===== src/rtl/seq_divider_if.sv =====
// Request/response bundle for seq_divider: operands and start going in, quotient,
// remainder and status coming out, plus the FSM state exposed for checkers.
interface seq_divider_if #(
  parameter int WIDTH = 32
);
  logic             ctrl_DIV;
  logic             ctrl_SIGNED;
  logic [WIDTH-1:0] data_operandA;
  logic [WIDTH-1:0] data_operandB;
  logic [WIDTH-1:0] data_result;
  logic [WIDTH-1:0] data_remainder;
  logic             data_exception;
  logic             data_resultRDY;
  logic             busy;
  logic [1:0]       dbg_state;

  modport master (
    output ctrl_DIV, ctrl_SIGNED, data_operandA, data_operandB,
    input  data_result, data_remainder, data_exception, data_resultRDY, busy, dbg_state
  );

  modport slave (
    input  ctrl_DIV, ctrl_SIGNED, data_operandA, data_operandB,
    output data_result, data_remainder, data_exception, data_resultRDY, busy, dbg_state
  );
endinterface


===== src/rtl/seq_divider.sv =====
// Sequential restoring divider, one quotient bit per clock, with signed/unsigned
// modes and single-cycle completion for divide-by-zero and signed overflow.
module seq_divider #(
  parameter int WIDTH = 32,
  parameter int CNT_W = 6
) (
  input  logic         clock,
  input  logic         reset,
  seq_divider_if.slave bus
);
  // Handshake: ctrl_DIV is accepted on any rising edge where busy is low (IDLE or DONE)
  // and ignored while busy; there is no backpressure. data_resultRDY is a one-cycle
  // pulse that marks data_result/data_remainder/data_exception as freshly valid.
  typedef enum logic [1:0] {
    IDLE = 2'd0,
    RUN  = 2'd1,
    DONE = 2'd2
  } state_t;

  localparam logic [WIDTH-1:0] MOST_NEG = {1'b1, {(WIDTH-1){1'b0}}};

  state_t             state, state_nxt;
  logic [CNT_W-1:0]   cnt;
  logic [2*WIDTH-1:0] rq;
  logic [WIDTH-1:0]   a_raw, b_raw;
  logic               sgn;
  logic [WIDTH-1:0]   result_q, remainder_q;
  logic               exception_q;

  logic               start;
  logic [WIDTH-1:0]   a_in_mag, b_mag;
  logic               div_zero, ovf, exc_now, last_step;
  logic [WIDTH+1:0]   trial;
  logic               fits;
  logic [2*WIDTH-1:0] rq_step;
  logic [WIDTH-1:0]   q_mag, r_mag;
  logic               neg_q, neg_r;

  assign start = bus.ctrl_DIV && (state != RUN);

  assign a_in_mag = (bus.ctrl_SIGNED && bus.data_operandA[WIDTH-1]) ?
                    -bus.data_operandA : bus.data_operandA;
  assign b_mag    = (sgn && b_raw[WIDTH-1]) ? -b_raw : b_raw;

  assign div_zero  = (b_raw == '0);
  assign ovf       = sgn && (a_raw == MOST_NEG) && (b_raw == '1);
  assign exc_now   = (cnt == '0) && (div_zero || ovf);
  assign last_step = (cnt == CNT_W'(WIDTH));

  // Trial subtract uses the shifted-out MSB too, since 2*rem can exceed WIDTH bits.
  assign trial   = {1'b0, rq[2*WIDTH-1:WIDTH-1]} - {2'b00, b_mag};
  assign fits    = !trial[WIDTH+1];
  assign rq_step = fits ? {trial[WIDTH-1:0], rq[WIDTH-2:0], 1'b1}
                        : {rq[2*WIDTH-2:0], 1'b0};

  assign q_mag = rq[WIDTH-1:0];
  assign r_mag = rq[2*WIDTH-1:WIDTH];
  assign neg_q = sgn && (a_raw[WIDTH-1] ^ b_raw[WIDTH-1]);
  assign neg_r = sgn && a_raw[WIDTH-1];

  always_ff @(posedge clock or posedge reset) begin
    if (reset) state <= IDLE;
    else       state <= state_nxt;
  end

  always_comb begin
    state_nxt = state;
    case (state)
      IDLE:    if (bus.ctrl_DIV) state_nxt = RUN;
      RUN:     if (exc_now || last_step) state_nxt = DONE;
      DONE:    state_nxt = bus.ctrl_DIV ? RUN : IDLE;
      default: state_nxt = IDLE;
    endcase
  end

  always_ff @(posedge clock or posedge reset) begin
    if (reset) begin
      cnt         <= '0;
      rq          <= '0;
      a_raw       <= '0;
      b_raw       <= '0;
      sgn         <= 1'b0;
      result_q    <= '0;
      remainder_q <= '0;
      exception_q <= 1'b0;
    end else if (start) begin
      a_raw <= bus.data_operandA;
      b_raw <= bus.data_operandB;
      sgn   <= bus.ctrl_SIGNED;
      cnt   <= '0;
      rq    <= {{WIDTH{1'b0}}, a_in_mag};
    end else if (state == RUN) begin
      if (exc_now) begin
        exception_q <= 1'b1;
        if (div_zero) begin
          result_q    <= '1;
          remainder_q <= a_raw;
        end else begin
          result_q    <= a_raw;
          remainder_q <= '0;
        end
      end else if (last_step) begin
        exception_q <= 1'b0;
        result_q    <= neg_q ? -q_mag : q_mag;
        remainder_q <= neg_r ? -r_mag : r_mag;
      end else begin
        rq  <= rq_step;
        cnt <= cnt + CNT_W'(1);
      end
    end
  end

  assign bus.data_result    = result_q;
  assign bus.data_remainder = remainder_q;
  assign bus.data_exception = exception_q;
  assign bus.data_resultRDY = (state == DONE);
  assign bus.busy           = (state == RUN);
  assign bus.dbg_state      = state;
endmodule


===== src/flat_wrapper.sv =====
// flat-port wrapper written by rule: the top's interface ports become plain ports
module seq_divider_flat 
#(
  parameter int WIDTH = 32,
  parameter int CNT_W = 6
)
  (clock, reset, bus_ctrl_DIV, bus_ctrl_SIGNED, bus_data_operandA, bus_data_operandB, bus_data_result, bus_data_remainder, bus_data_exception, bus_data_resultRDY, bus_busy, bus_dbg_state);
  seq_divider_if #(.WIDTH(WIDTH)) bus_i ();
  input  logic clock;
  input  logic reset;
  input wire logic [$bits(bus_i.ctrl_DIV)-1:0] bus_ctrl_DIV;
  input wire logic [$bits(bus_i.ctrl_SIGNED)-1:0] bus_ctrl_SIGNED;
  input wire logic [$bits(bus_i.data_operandA)-1:0] bus_data_operandA;
  input wire logic [$bits(bus_i.data_operandB)-1:0] bus_data_operandB;
  output wire logic [$bits(bus_i.data_result)-1:0] bus_data_result;
  output wire logic [$bits(bus_i.data_remainder)-1:0] bus_data_remainder;
  output wire logic [$bits(bus_i.data_exception)-1:0] bus_data_exception;
  output wire logic [$bits(bus_i.data_resultRDY)-1:0] bus_data_resultRDY;
  output wire logic [$bits(bus_i.busy)-1:0] bus_busy;
  output wire logic [$bits(bus_i.dbg_state)-1:0] bus_dbg_state;
  assign bus_i.ctrl_DIV = bus_ctrl_DIV;
  assign bus_i.ctrl_SIGNED = bus_ctrl_SIGNED;
  assign bus_i.data_operandA = bus_data_operandA;
  assign bus_i.data_operandB = bus_data_operandB;
  assign bus_data_result = bus_i.data_result;
  assign bus_data_remainder = bus_i.data_remainder;
  assign bus_data_exception = bus_i.data_exception;
  assign bus_data_resultRDY = bus_i.data_resultRDY;
  assign bus_busy = bus_i.busy;
  assign bus_dbg_state = bus_i.dbg_state;
  seq_divider #(.WIDTH(WIDTH), .CNT_W(CNT_W)) u_core (.clock(clock), .reset(reset), .bus(bus_i));
endmodule

===== config.mk =====
export PLATFORM = sky130hd
export DESIGN_NAME = seq_divider_flat
export DESIGN_NICKNAME = d
export VERILOG_FILES = /design/src/rtl/seq_divider_if.sv /design/src/rtl/seq_divider.sv /design/src/flat_wrapper.sv
export SDC_FILE = /design/constraint.sdc
export NUM_CORES = 1
export LEC_CHECK = 0
export BUFFER_PORTS_ARGS = -buffer_cell sky130_fd_sc_hd__buf_2
export CAP_MARGIN = 40
export CORE_MARGIN = 4
export CORE_UTILIZATION = 34
export CTS_CLUSTER_SIZE = 10
export DETAILED_ROUTE_END_ITERATION = 10
export MAX_ROUTING_LAYER = met4
export PLACE_DENSITY = 0.62
export SYNTH_ARGS = -nofsm -noshare
export SYNTH_HDL_FRONTEND = slang
export SYNTH_SLANG_ARGS = --single-unit

===== constraint.sdc =====
create_clock -name clock -period 5.8 [get_ports clock]
set_input_delay 0.58 -clock clock [delete_from_list [all_inputs] [get_ports clock]]
set_output_delay 0.58 -clock clock [all_outputs]
set_load 0.01 [all_outputs]

=== Word-level counts from Yosys, hierarchy flattened ===
Index checks and enable logic that the tools add are counted.

* Add/sub/neg operators: 6
* Multipliers: 0
* Divide/modulo/power cells: 0
* Magnitude comparators: 0
* Equality and inequality tests: 10
* Shifts and indexed selects: 0
* Mux-type cells: 25
* Bitwise operators: 2
* Reduce and logical (&&, ||, !) cells: 18

{| class="wikitable"
|+ Operator list
! operator !! count
|-
| two-way mux 32 bit || 10
|-
| two-way mux 64 bit || 5
|-
| negator 32 bit || 4
|-
| equality test 32 bit (second input constant) || 2
|-
| subtractor 33 x 32 -> 34 bit || 1
|-
| zero test 32 bit || 1
|-
| two-way mux 6 bit || 4
|-
| logical AND 1 bit || 8
|-
| != test 2 x 1 -> 1 bit (second input constant) || 4
|-
| adder 6 x 1 -> 6 bit (second input constant) || 1
|-
| equality test 6 bit (second input constant) || 1
|-
| zero test 6 bit || 1
|-
| case mux 2 bit (3 select lines) || 1
|-
| AND reduction 3 bit || 2
|-
| two-way mux 2 bit || 2
|-
| nonzero test 2 bit || 2
|-
| two-way mux 1 bit || 3
|-
| equality test 2 x 1 -> 1 bit (second input constant) || 1
|-
| equality test 2 bit (second input constant) || 1
|-
| zero test 2 bit || 1
|-
| logical OR 1 bit || 2
|-
| != test 2 bit (second input constant) || 1
|-
| AND reduction 2 bit || 1
|-
| inverter 1 bit || 1
|-
| XOR 1 bit || 1
|}

* Register bits: 202
* Bits in latches: 0
* Bits in writable memories: 0
* ROM bits: 0
* Input bits: 68
* Output and inout bits: 69
* Logic and storage cells: 70
* Memories kept: 0

=== Depth between registers and ports, before layout ===
* Word-level depth: 8
* Mapped depth: 19
* Mapped depth without buffers: 16

=== Worst setup path after synthesis ===
OpenSTA, ideal clock, no wires.

* Kind: register to register
* From: register u_core.b_raw[5]
* To: register u_core.rq[36]
* Arrival time: 4104 ps
* Data required time: 5677 ps
* Slack: 1573 ps
* Stages on the path, launching flop included: 19
* Buffers on the path: 3
* Period minus slack after synthesis: 4227 ps
* Cells stage by stage: dfrtp_1 clkbuf_1 or4_1 nor4_2 and3b_1 and2_1 nand2_1 o31ai_1 xor2_1 ha_1 clkbuf_1 inv_1 o21ai_0 a21oi_1 o21ai_0 o31ai_2 buf_2 mux2i_1 o21ai_1

* Cells in the longest elaborated chain, start to end: 8
* Elaborated cells between the ends (all ways): 15

{| class="wikitable"
|+ RTL lines
! what !! line !! text
|-
| start, declared || seq_divider.sv:25 || <nowiki>logic [WIDTH-1:0] a_raw, b_raw;</nowiki>
|-
| start signal, assigned || seq_divider.sv:88 || <nowiki>b_raw <= bus.data_operandB;</nowiki>
|-
| negator 32 bit || seq_divider.sv:43 || <nowiki>assign b_mag = (sgn && b_raw[WIDTH-1]) ? -b_raw : b_raw;</nowiki>
|-
| two-way mux 32 bit || seq_divider.sv:43 ||
|-
| subtractor 33 x 32 -> 34 bit || seq_divider.sv:51 || <nowiki>assign trial = {1'b0, rq[2*WIDTH-1:WIDTH-1]} - {2'b00, b_mag};</nowiki>
|-
| two-way mux 64 bit || seq_divider.sv:53 || <nowiki>assign rq_step = fits ? {trial[WIDTH-1:0], rq[WIDTH-2:0], 1'b1}</nowiki>
|-
| two-way mux 64 bit || seq_divider.sv:102 || <nowiki>end else if (last_step) begin</nowiki>
|-
| two-way mux 64 bit || seq_divider.sv:93 || <nowiki>if (exc_now) begin</nowiki>
|-
| two-way mux 64 bit || seq_divider.sv:92 || <nowiki>end else if (state == RUN) begin</nowiki>
|-
| two-way mux 64 bit || seq_divider.sv:86 || <nowiki>end else if (start) begin</nowiki>
|-
| end signal, assigned || seq_divider.sv:91 || <nowiki>rq <= {{WIDTH{1'b0}}, a_in_mag};</nowiki>
|-
| end signal, assigned || seq_divider.sv:107 || <nowiki>rq <= rq_step;</nowiki>
|-
| end, declared || seq_divider.sv:24 || <nowiki>logic [2*WIDTH-1:0] rq;</nowiki>
|}

Several ways; a longest one is shown, not always the timed one. The select of a mux whose other input is x is not followed.
A chain may end at the register's enable or synchronous reset.

=== Final worst setup path ===
* From: register u_core.b_raw[5]
* To: register u_core.rq[40]

Same word-level chain as after synthesis.

==> reports/metrics.csv <==
metric,value,unit
number of synthesized register bits,202,
via count normalized by instance count,5.43,
crit path time final,4.89,ns
Post-Syn Instances,1620,
detailed-route DRC error count,0,
routed length per instance,18.6,um
highest attainable clock frequency,204,MHz
Final Hold Vio Count,0,
total leakage power,6.73,nW
Buffers on Ports,136,
cell family contributing the most delay on the critical path,simple AND/OR/NAND/NOR gates,
pins over their slew limit,0,
Post-DP HPWL,30700,um
transition time at the pin with the least slew margin,0.895,ns
pin count of the biggest net entering global routing,91,
CTS Hold Bufs,0,
Crit Path Max Fanout,40,
via count of the routed design,12052,
number of warnings printed during yosys synthesis,0,
run status,"complete, no violations",
initial cell density of the core,0.346,
worst flop-to-flop path endpoint,u_core.rq[40]$_DFFE_PP0P_,
worst-case register-to-register setup slack,0.91,ns
Clock Pin Slew Worst Setup and Hold Paths,0.06,ns
maximum single-stage delay on the critical path,0.60,ns
final weighted congestion in routability-driven placement,0.927,
final core utilization,0.395,
global-route wire length before repair,65000,um
cell breakdown of the critical path,"or4_1, nor4_2, and3b_1, and2_1, nand2_1, o31ai_1, xor2_1, ha_1, and4_1, and3_1, a21boi_1, o31ai_4, buf_12, mux2i_1, o21ai_1",
Area Growth Syn to Fin,14.1,%
quantity of gates resized following cts,0,
endpoint class of the critical path,flip-flop,
"Data required, critical path",6.19,ns
Syn Std Cell Area,13100,sq um
post-synth net total,1728,
# IOs,137,
Bufs and invs on worst path,1,
"Period Utilization, post-route",0.844,
number of buffers on the longest clock path,3,
count of cells along the worst register-to-register path,15,
clock tree root buffer cell,sky130_fd_sc_hd__clkbuf_16,
Final setup violation count,0,
remaining max-slew budget at the tightest pin,0.403,
number of max-capacitance violations reported,0,
synth unique cells,73,
Die Wd,205,um
global router's overall resource usage,0.198,
CTS tree,done,
overall die area,41900,sq um
cell depth of the worst setup path,15,
number of iterations in the first detailed-routing pass,5,
Total Routed Length,41300,um
initial antenna violation count,2,
crit start category,flip-flop,
crit path DAT,5.28,ns
CTS Sinks,202,
cts bufs inserted,25,
fraction of registers with async set or reset after synthesis,1.00,
post-CTS setup repair buffer count,0,
Worst Skew,0.0143,ns
path category of the worst min-delay check,in -> async,
row cnt,71,
crit path kind,reg -> reg,
grt ovf,0,
fraction of layout cells with a size suffix above 1,0.126,
Pwr per Cell Area,688,nW/um^2
net count reported at finish,1809,
post-route ant nets,0,
Vert. Die Dim,205,um
cell at the slowest stage of the critical path,sky130_fd_sc_hd__or4_1,
start point of the critical path,u_core.b_raw[5]$_DFFE_PP0P_,
number of DRC markers after the initial detailed-route iteration,846,
synthesized area divided by synthesized cell count,8.11,sq um
Worst R2R Start,u_core.b_raw[5]$_DFFE_PP0P_,
standard cell core area,37900,sq um
share of synthesized area occupied by flip-flops and latches,0.385,
RSZ-0062 raised after global routing,false,
maximum level of the CTS H-tree,1,
vias in the first global route,11579,
clock insertion delay at the later pin of the skew report,0.54,ns
Max VDD drop,0.000297,V
count of flip-flops with a built-in enable after synthesis,0,
TNS Setup,0,ns
Post-synth top flop,sky130_fd_sc_hd__dfrtp_1,
==> stage by stage <==
stage	power (mW)	hold slack [ns]	setup slack (ns)	cells	area [sq um]
floorplan	7.13	0.459	1.57	1620	13100
global placement	8.71	0.456	1.11	2183	14200
detailed placement	8.82	0.462	0.976	2185	14200
CTS	10.3	0.0957	0.961	2219	15000
global route	11.2	0.130	0.471	2221	15000
finish	10.3	0.0911	0.907	2221	15000
==> layout by cell type (no fill, tap or decap), types with 5 or more instances in the layout <==
master	synthesis	layout
sky130_fd_sc_hd__nand2_1	329	328
sky130_fd_sc_hd__dfrtp_1	202	202
sky130_fd_sc_hd__nor2_1	154	152
sky130_fd_sc_hd__buf_2	21	136
sky130_fd_sc_hd__a21oi_1	114	114
sky130_fd_sc_hd__xnor2_1	78	78
sky130_fd_sc_hd__o21ai_0	68	68
sky130_fd_sc_hd__xor2_1	65	65
sky130_fd_sc_hd__nand3_1	51	51
sky130_fd_sc_hd__a31oi_1	40	40
sky130_fd_sc_hd__ha_1	39	39
sky130_fd_sc_hd__inv_1	36	35
sky130_fd_sc_hd__nor3_1	32	32
sky130_fd_sc_hd__o31ai_1	28	28
sky130_fd_sc_hd__clkbuf_16	0	25
sky130_fd_sc_hd__o22ai_1	20	20
sky130_fd_sc_hd__o21a_1	20	20
sky130_fd_sc_hd__a21o_1	19	19
sky130_fd_sc_hd__nor4_1	19	18
sky130_fd_sc_hd__o311ai_0	18	18
sky130_fd_sc_hd__nand4_1	17	17
sky130_fd_sc_hd__buf_4	5	16
sky130_fd_sc_hd__o21ai_1	16	15
sky130_fd_sc_hd__nand2b_1	13	13
sky130_fd_sc_hd__and3_1	13	13
sky130_fd_sc_hd__and2_1	10	10
sky130_fd_sc_hd__mux2i_1	10	10
sky130_fd_sc_hd__or4_1	10	9
sky130_fd_sc_hd__or3_1	8	8
sky130_fd_sc_hd__o211ai_1	7	7
sky130_fd_sc_hd__nor2b_1	5	5
sky130_fd_sc_hd__o21bai_1	5	5
sky130_fd_sc_hd__o41ai_1	5	5
sky130_fd_sc_hd__a211oi_1	5	5
==> routing by layer <==
| metal | part of all wire | global-route usage | vias up | routed length (um) |
|---|---|---|---|---|
| met2 | 0.45 | 0.307 | 386 | 18800 |
| met5 | 0 | - | - | 0 |
| met3 | 0.066 | 0.0321 | 79 | 2740 |
| met4 | 0.027 | 0.0622 | 0 | 1130 |
| li1 | - | - | 5843 | - |
| met1 | 0.45 | 0.267 | 5744 | 18700 |
==> worst max-delay path by stage <==
stage / slack, ns / end
5_1_grt: 0.47 / u_core.rq[35]$_DFFE_PP0P_
2_1_floorplan: 1.57 / u_core.rq[36]$_DFFE_PP0P_
6_report: 0.91 / u_core.rq[40]$_DFFE_PP0P_
3_3_place_gp: 1.11 / u_core.rq[53]$_DFFE_PP0P_
3_5_place_dp: 0.98 / u_core.rq[50]$_DFFE_PP0P_
4_1_cts: 0.96 / u_core.rq[40]$_DFFE_PP0P_
==> where the power goes <==
| group | switching [mW] | internal (mW) |
|---|---|---|
| Clock | 0.607 | 0.859 |
| Combinational | 3.39 | 2.44 |
| Sequential | 0.898 | 2.12 |
| Total | 4.89 | 5.42 |
==> flip-flops by register name, indices dropped and copies added, names as in the netlist <==
| name | flops |
|---|---|
| u_core.a_raw | 32 |
| u_core.bus.data_result | 32 |
| u_core.bus.data_remainder | 32 |
| u_core.bus.dbg_state | 2 |
| u_core.cnt | 6 |
| u_core.rq | 64 |
| u_core.b_raw | 32 |
| u_core.bus.data_exception | 1 |
| u_core.sgn | 1 |
==> layout make-up <==
cell class,instances,area (sq um)
repair buffers,154,848
clock buffers,31,678
inverters,37,143
clock inverters,3,57.6
fillers,3901,22900
well taps,511,639
multi-input cells,1281,7560
flip-flops and latches,202,5050
diodes,2,5.00
==> synth_stat cells, types with 7 or more instances <==
master | n | area, sq um
sky130_fd_sc_hd__and2_1 | 10 | 62.6
sky130_fd_sc_hd__xnor2_1 | 78 | 683
sky130_fd_sc_hd__nand4_1 | 17 | 106
sky130_fd_sc_hd__a21o_1 | 19 | 143
sky130_fd_sc_hd__dfrtp_1 | 202 | 5050
sky130_fd_sc_hd__o21a_1 | 20 | 150
sky130_fd_sc_hd__or3_1 | 8 | 50.1
sky130_fd_sc_hd__or4_1 | 10 | 75.1
sky130_fd_sc_hd__nand2b_1 | 13 | 81.3
sky130_fd_sc_hd__ha_1 | 39 | 488
sky130_fd_sc_hd__o21ai_1 | 16 | 80.1
sky130_fd_sc_hd__a31oi_1 | 40 | 250
sky130_fd_sc_hd__a21oi_1 | 114 | 571
sky130_fd_sc_hd__nor4_1 | 19 | 119
sky130_fd_sc_hd__buf_2 | 21 | 105
sky130_fd_sc_hd__nand3_1 | 51 | 255
sky130_fd_sc_hd__o21ai_0 | 68 | 340
sky130_fd_sc_hd__o31ai_1 | 28 | 210
sky130_fd_sc_hd__o211ai_1 | 7 | 52.6
sky130_fd_sc_hd__nor3_1 | 32 | 160
sky130_fd_sc_hd__xor2_1 | 65 | 569
sky130_fd_sc_hd__inv_1 | 36 | 135
sky130_fd_sc_hd__nor2_1 | 154 | 578
sky130_fd_sc_hd__and3_1 | 13 | 81.3
sky130_fd_sc_hd__o311ai_0 | 18 | 158
sky130_fd_sc_hd__nand2_1 | 329 | 1230
sky130_fd_sc_hd__o22ai_1 | 20 | 125
sky130_fd_sc_hd__clkbuf_1 | 73 | 274
sky130_fd_sc_hd__mux2i_1 | 10 | 100
==> cell families (layout without fill, tap and decap cells) <==
logic type	after synthesis	count (layout)	synth area share
buffers and inverters	137	225	0.0431
other	0	2	0
flip-flops	202	202	0.385
adder cells (fa/ha/maj)	40	40	0.0387
AO/OA/AOI/OAI	395	395	0.191
XOR/XNOR	143	143	0.0953
multiplexers	10	10	0.00762
AND/OR/NAND/NOR	693	693	0.240
==> worst reg2reg max path: cells and delay by family, from the launching register on <==
family / cells / cell delay [ns]
buf+inv: 1 / 0.29
xor+xnor: 1 / 0.18
simple gates: 7 / 2.11
fa+ha+maj: 1 / 0.36
flops: 1 / 0.46
compound gates: 4 / 1.11
mux: 1 / 0.24
Power figures use the tool's default switching activity.
